--- src/rtl/booth_control.sv ---
// -----------------------------------------------------------------------------
// booth_control
//
// Sequencing FSM for an N_BITS x N_BITS signed Booth multiplier datapath.
// It accepts an operand pair through a start/busy/done handshake, holds the
// operands stable for the datapath, and issues the datapath strobes. The
// strobe order depends on the Booth pair that the datapath feeds back. When
// the datapath result has settled, the FSM captures the final product.
//
// Ports
//   clk          system clock, rising edge
//   reset        asynchronous, active-high reset
//   start        operation request, sampled only while idle
//   op_a, op_b   signed multiplicand / multiplier, latched on accepted start
//   Qo_Qprev     datapath Booth pair {Q0, Q-1}, PIPE_LAT edges behind strobes
//   mult_result  datapath registered result, PIPE_LAT edges behind strobes
//   num_1, num_2 latched operands driven to the datapath
//   load_M       multiplicand load strobe (asserted together with load_Q)
//   load_Q       multiplier load strobe
//   load_add     add/sub writeback strobe
//   shift_all    arithmetic shift strobe
//   dp_clear     one-cycle datapath clear request
//   busy         high in every state except IDLE
//   done         registered one-cycle pulse, product valid
//   product      signed product, held until the next done
// -----------------------------------------------------------------------------
module booth_control #(
    parameter int N_BITS   = 8,
    parameter int PIPE_LAT = 2      // must be >= 1
) (
    input  logic                  clk,
    input  logic                  reset,
    input  logic                  start,
    input  logic [N_BITS-1:0]     op_a,
    input  logic [N_BITS-1:0]     op_b,
    input  logic [1:0]            Qo_Qprev,
    input  logic [2*N_BITS-1:0]   mult_result,
    output logic [N_BITS-1:0]     num_1,
    output logic [N_BITS-1:0]     num_2,
    output logic                  load_M,
    output logic                  load_Q,
    output logic                  load_add,
    output logic                  shift_all,
    output logic                  dp_clear,
    output logic                  busy,
    output logic                  done,
    output logic [2*N_BITS-1:0]   product
);

    // The iteration counter has one spare bit so that the terminal count
    // never wraps.
    localparam int ITER_W = $clog2(N_BITS) + 1;
    localparam int CNT_W  = $clog2(PIPE_LAT + 1);

    localparam logic [ITER_W-1:0] LAST_ITER = ITER_W'(N_BITS - 1);
    localparam logic [ITER_W-1:0] ITER_ONE  = ITER_W'(1);
    localparam logic [CNT_W-1:0]  CNT_LOAD  = CNT_W'(PIPE_LAT);
    localparam logic [CNT_W-1:0]  CNT_ONE   = CNT_W'(1);

    typedef enum logic [3:0] {
        ST_IDLE  = 4'd0,
        ST_CLEAR = 4'd1,
        ST_LOAD  = 4'd2,
        ST_WAIT  = 4'd3,
        ST_EVAL  = 4'd4,
        ST_ADD   = 4'd5,
        ST_SHIFT = 4'd6,
        ST_FLUSH = 4'd7,
        ST_DONE  = 4'd8
    } state_t;

    state_t                 state_reg,   state_next;
    logic [ITER_W-1:0]      iter_reg,    iter_next;
    logic [CNT_W-1:0]       cnt_reg,     cnt_next;
    logic [N_BITS-1:0]      num_1_reg,   num_1_next;
    logic [N_BITS-1:0]      num_2_reg,   num_2_next;
    logic [2*N_BITS-1:0]    product_reg, product_next;
    logic                   done_reg,    done_next;

    // -------------------------------------------------------------------------
    // State and data registers
    // -------------------------------------------------------------------------
    always_ff @(posedge clk or posedge reset) begin
        if (reset) begin
            state_reg   <= ST_IDLE;
            iter_reg    <= '0;
            cnt_reg     <= '0;
            num_1_reg   <= '0;
            num_2_reg   <= '0;
            product_reg <= '0;
            done_reg    <= 1'b0;
        end else begin
            state_reg   <= state_next;
            iter_reg    <= iter_next;
            cnt_reg     <= cnt_next;
            num_1_reg   <= num_1_next;
            num_2_reg   <= num_2_next;
            product_reg <= product_next;
            done_reg    <= done_next;
        end
    end

    // -------------------------------------------------------------------------
    // Next-state logic and Moore strobes
    // -------------------------------------------------------------------------
    always_comb begin
        state_next   = state_reg;
        iter_next    = iter_reg;
        cnt_next     = cnt_reg;
        num_1_next   = num_1_reg;
        num_2_next   = num_2_reg;
        product_next = product_reg;
        done_next    = 1'b0;

        load_M       = 1'b0;
        load_Q       = 1'b0;
        load_add     = 1'b0;
        shift_all    = 1'b0;
        dp_clear     = 1'b0;

        unique case (state_reg)
            ST_IDLE: begin
                if (start) begin
                    num_1_next = op_a;
                    num_2_next = op_b;
                    iter_next  = '0;
                    state_next = ST_CLEAR;
                end
            end

            // Clearing first removes any leftover Q-1 bit or high half from
            // the previous product.
            ST_CLEAR: begin
                dp_clear   = 1'b1;
                state_next = ST_LOAD;
            end

            ST_LOAD: begin
                load_M     = 1'b1;
                load_Q     = 1'b1;
                cnt_next   = CNT_LOAD;
                state_next = ST_WAIT;
            end

            // Let the last load/shift reach Qo_Qprev before it is sampled.
            ST_WAIT: begin
                cnt_next = cnt_reg - CNT_ONE;
                if (cnt_reg == CNT_ONE) begin
                    state_next = ST_EVAL;
                end
            end

            // 01 -> add M, 10 -> subtract M; the datapath decides which from
            // the same pair, so the controller only needs to know "not equal".
            ST_EVAL: begin
                if (Qo_Qprev[1] ^ Qo_Qprev[0]) begin
                    state_next = ST_ADD;
                end else begin
                    state_next = ST_SHIFT;
                end
            end

            ST_ADD: begin
                load_add   = 1'b1;
                state_next = ST_SHIFT;
            end

            ST_SHIFT: begin
                shift_all = 1'b1;
                iter_next = iter_reg + ITER_ONE;
                cnt_next  = CNT_LOAD;
                if (iter_reg == LAST_ITER) begin
                    state_next = ST_FLUSH;
                end else begin
                    state_next = ST_WAIT;
                end
            end

            // Let the final shift reach mult_result.
            ST_FLUSH: begin
                cnt_next = cnt_reg - CNT_ONE;
                if (cnt_reg == CNT_ONE) begin
                    state_next = ST_DONE;
                end
            end

            ST_DONE: begin
                product_next = mult_result;
                done_next    = 1'b1;
                state_next   = ST_IDLE;
            end

            default: begin
                state_next = ST_IDLE;
            end
        endcase
    end

    assign busy    = (state_reg != ST_IDLE);
    assign done    = done_reg;
    assign product = product_reg;
    assign num_1   = num_1_reg;
    assign num_2   = num_2_reg;

endmodule

--- config.mk ---
export PLATFORM = sky130hd
export DESIGN_NAME = booth_control
export DESIGN_NICKNAME = d
export VERILOG_FILES = /design/src/rtl/booth_control.sv
export SDC_FILE = /design/constraint.sdc
export NUM_CORES = 1
export LEC_CHECK = 0
export CORE_MARGIN = 2
export CORE_UTILIZATION = 45
export CTS_CLUSTER_SIZE = 28
export DETAILED_ROUTE_END_ITERATION = 10
export HOLD_SLACK_MARGIN = 0.08
export PLACE_DENSITY = 0.84
export SYNTH_ARGS = -nofsm -noshare
export SYNTH_HDL_FRONTEND = slang
export SYNTH_SLANG_ARGS = --single-unit
--- constraint.sdc ---
create_clock -name clk -period 3.7 [get_ports clk]
set_clock_uncertainty 0.15 [all_clocks]
set_input_delay 0.74 -clock clk [delete_from_list [all_inputs] [get_ports clk]]
set_output_delay 0.74 -clock clk [all_outputs]
set_load 0.05 [all_outputs]
### Yosys cells after proc, flatten, opt, wreduce, memory -nomap -nowiden

Cells that the tools add are included.

| operators by class | value |
|---|---|
| add/subtract/negate cells | 2 |
| equality and inequality tests | 13 |
| mux-type cells | 14 |
| bitwise operators | 1 |
| reduce and logical (&&, ||, !) cells | 9 |

Operators by type and width:

| kind | count |
|---|---|
| 4-bit case mux with 8 select lines | 1 |
| 4-bit by 3-bit == test with 1-bit output (second input constant) | 5 |
| 4-bit 2-to-1 mux | 4 |
| 4-bit by 2-bit == test with 1-bit output (second input constant) | 2 |
| 4-bit case mux with 2 select lines | 1 |
| 2-bit != test (second input constant) | 3 |
| 1-bit 2-to-1 mux | 5 |
| 4-bit by 1-bit adder with 4-bit output (second input constant) | 1 |
| 4-bit by 1-bit == test with 1-bit output (second input constant) | 1 |
| 4-bit == test (second input constant) | 1 |
| 4-bit zero test | 1 |
| 2-bit case mux with 2 select lines | 1 |
| 2-bit AND reduction | 2 |
| 2-bit nonzero test | 2 |
| 4-bit nonzero test | 1 |
| 2-bit OR reduction | 2 |
| 3-bit 2-to-1 mux | 1 |
| 3-bit AND reduction | 1 |
| 2-bit by 1-bit == test with 1-bit output (second input constant) | 1 |
| 2-bit 2-to-1 mux | 1 |
| 2-bit by 1-bit subtractor with 2-bit output (second input constant) | 1 |
| 1-bit XOR | 1 |

| word-level totals | value |
|---|---|
| register bits | 43 |
| input port bits | 37 |
| output and inout port bits | 39 |

### Depth between registers and ports, before layout

| depth | value |
|---|---|
| depth after elaboration | 3 |
| mapped depth | 5 |

### Least setup slack after synthesis

Ideal clock, no wire load.

| path | value |
|---|---|
| path type | register to output |
| from | reg state_reg[1] |
| to | out load_Q |
| arrival time | 2658 ps |
| path slack | 152 ps |
| stages on the path, launching flop included | 5 |
| cells stage by stage | dfrtp_1 clkbuf_1 inv_1 nor4_1 buf_4 |

| between the ends | value |
|---|---|
| cells in the longest elaborated chain, start to end | 2 |

RTL lines:

| what | line | source |
|---|---|---|
| start, declared | 72 | `state_t state_reg, state_next;` |
| start signal, assigned | 93 | `state_reg <= state_next;` |
| 4-bit by 2-bit == test with 1-bit output | -- |  |
| 1-bit 2-to-1 mux | -- |  |
| end, declared | 41 | `output logic load_Q,` |

No other way between the ends.

### Final worst setup path

| path | value |
|---|---|
| from | reg state_reg[1] |
| to | out load_M |

| between the ends | value |
|---|---|
| cells in the longest elaborated chain, start to end | 2 |

RTL lines:

| what | line | source |
|---|---|---|
| 4-bit by 2-bit == test with 1-bit output | 121 | `unique case (state_reg)` |
| 1-bit 2-to-1 mux | 121 |  |
| end, declared | 40 | `output logic load_M,` |

No other way between the ends.

==> impl_metrics.csv <==
group,metric,value,unit
clocking,htree_levels,2,
layout,fin_cells,262,
die,fp.coreArea,3940,um^2
die,fp-row-count,23,
clocking,root_buffer,"clkbuf_8",
layout,antenna_cells,0,
layout,largest_register_ffs,16,
logic_synthesis,synth_edf_count,0,
route,post_drt_wl_per_cell,14.9,um
power_and_ir_drop,leakagePower,0.00120,uW
clocking,cts.reportedPaths.clkPinSlew,0.08,ns
die,die_x,67.7,um
worst_setup_path,path_class,"reg2out",
layout,drive_above_1_share,19.8,%
die,die_area,4580,um^2
logic_synthesis,synthTopCellsByArea,"dfrtp_1 59%, mux2_2 20%, o21ai_0 1.6%",
worst_setup_path,cpPeakStageDelay,0.94,ns
clocking,cts.sinks,43,
grt,grt_start_max_net_pins,27,
worst_setup_path,reg2reg_to,"iter_reg[3]",
timing,fin_crit,3.19,ns
worst_setup_path,timing.critical_path.buf_inv,2,
die,initial_core_util,46.3,%
place,place.gp.congestion,0.850,
logic_synthesis,yosysWarnings,0,
grt,grt_pass1_vias,1380,
route,vias_per_cell,4.99,
worst_setup_path,r2r_slack,1.41,ns
worst_setup_path,worstSetupStartpointType,"flop",
clocking,hold_buffers,0,
logic_synthesis,synth_seq_area_share,58.9,%
timing,tightest_slew,0.993,ns
grt,grt_usage,18.9,%
run,cap_viol_max_count,0,
route,vias,1308,
timing,tns,0,ns
logic_synthesis,synth_area,1830,um^2
layout,area_growth,49.6,%
grt,grt_pass1_wl,6.33,mm
route,wl,3.90,mm
worst_setup_path,rr_worst_depth,3,
clocking,cts_resized,0,
power_and_ir_drop,p_per_area,830,nW/um^2
logic_synthesis,synthDistinctLibCells,33,
worst_setup_path,r2r_start,"state_reg[2]",
worst_setup_path,cp.depth,3,
grt,antenna_found_initial,0,
logic_synthesis,post-synth-top-area-fraction,58.9,%
worst_setup_path,critPathSlowestCell,"clkdlybuf4s50_1",
logic_synthesis,syn-num-nets,174,
logic_synthesis,synth_most_common_cell,"dfrtp_1",
clocking,post-cts-setup-buffer-count,0,
place,placed_cells,254,
worst_hold_path,hold_end,"num_1[2]",
worst_setup_path,cp_max_fo,11,
clocking,numCtsBuffers,5,
grt,overflow,0,
place,io_buffers,75,
route,drc,0,
timing,slew_headroom,33.3,%
route,drt-initial-drc-count,77,
worst_hold_path,hold_depth,1,
place,hpwl,3.02,mm
logic_synthesis,ys_top_cells_by_count,"43 x dfrtp_1, 32 x mux2_2, 6 x inv_1, 6 x o21ai_0",
logic_synthesis,syn_inst,135,
timing,final_max_slew_viol_count,0,
die,num_io_pins,76,
logic_synthesis,async_flop_share,100,%
logic_synthesis,syn_area_per_cell,13.5,um^2
clocking,clock_latency,0.29,ns
timing,fmax,0.314,GHz
worst_setup_path,arrival,2.30,ns
route,firstDrtPassIters,4,
worst_setup_path,crit_path_end_kind,"output pin",
logic_synthesis,synth_seq_cells,43,
worst_hold_path,min_from,"num_1[2]",
worst_setup_path,cp.required,2.81,ns
timing,rsz0062_at_grt,"no",
power_and_ir_drop,ir_drop,0.000494,V
route,drt.antenna.violating_nets,0,
logic_synthesis,synthFlopType,"dfrtp_1",
worst_hold_path,hold_class,"reg2reg",
clocking,tritoncts,"done",
timing,period_share,86.1,%
timing,hold_viol,0,
logic_synthesis,synth_top_area_cell,"dfrtp_1",
die,chipHeight,67.7,um
layout,finalNetCount,250,
worst_setup_path,crit_family,"buffers and inverters",
timing,finalSetupViolCount,0,
clocking,cts.path.max_buffers,2,
outcome,status,"finished, final reports clean",
worst_setup_path,path_cells,"inv_1 > nor4_1 > clkdlybuf4s50_1",
-- where the power goes --
part           leakage (uW)  switching (uW)  total, uW  internal, uW
Clock             0.0000654             154        424           270
Combinational      0.000587             667       1090           421
Sequential         0.000548             125        754           630
Total               0.00120             946       2270          1320
-- final cells by class --
cell class | count | area, um^2
clock buffer | 6 | 72.6
tap | 50 | 62.6
clock inverter | 2 | 60.1
multi-input combinational | 79 | 679
timing repair buffer | 76 | 758
inverter | 6 | 22.5
sequential | 43 | 1080
fill | 284 | 1210
-- metal layers --
layer / share of wire [%] / track usage, % / vias up
met5: 0 / 0 / -
met4: 2.1 / 7.91 / 0
met3: 7.9 / 6.50 / 8
met2: 51 / 31.1 / 55
met1: 39 / 22.5 / 614
li1: - / - / 631
-- cells in the final DEF (no fill, tap or decap), drive strengths merged, types with 2 or more instances in the layout --
cell           count
and3               2
ha                 2
o21a               2
a21oi              5
o21ai              6
inv                5
bufinv             2
nand3              2
mux2              32
clkdlybuf4s50     75
nor4               2
nand2              5
nor3               2
nor2               3
dfrtp             43
clkbuf             6
nand2b             2
-- worst register-to-register path: stages (launching register included) --
cell     delay [ns]
dfrtp_1        0.53
or4_4          0.60
or2_1          0.49
a311o_1        0.42
-- per-stage QoR --
step                      setup slack, ns  hold slack, ns  total power (uW)  utilization, %  area, um^2
final                               0.514           0.359              2270            69.3        2730
after floorplan                     0.152           0.319              1480               -        1830
after detailed placement            0.862           0.345              1860            65.9        2600
after global routing                0.332           0.372              2390            69.3        2730
after CTS                           0.522           0.362              2290            69.3        2730
after global placement              0.946           0.336              1810            65.9        2600
-- worst max path at each step --
stage	from	endpoint	slack, ns
floorplan	state_reg[1]	load_Q	0.15
global placement	state_reg[0]	shift_all	0.95
detailed placement	state_reg[1]	load_M	0.86
CTS	state_reg[1]	load_M	0.52
global route	state_reg[1]	load_M	0.33
finish	state_reg[1]	load_M	0.51
-- cell families (layout without fill, tap and decap cells) --
group           after synthesis  count (layout)  share of synthesized area, %
compound gates               17              17                          5.89
buf+inv                      13              90                          4.32
flops                        43              43                          58.9
fa+ha+maj                     2               2                          1.37
xor+xnor                      1               1                         0.480
mux                          33              33                          20.3
simple gates                 26              26                          8.71
Power figures use the tool's default switching activity.
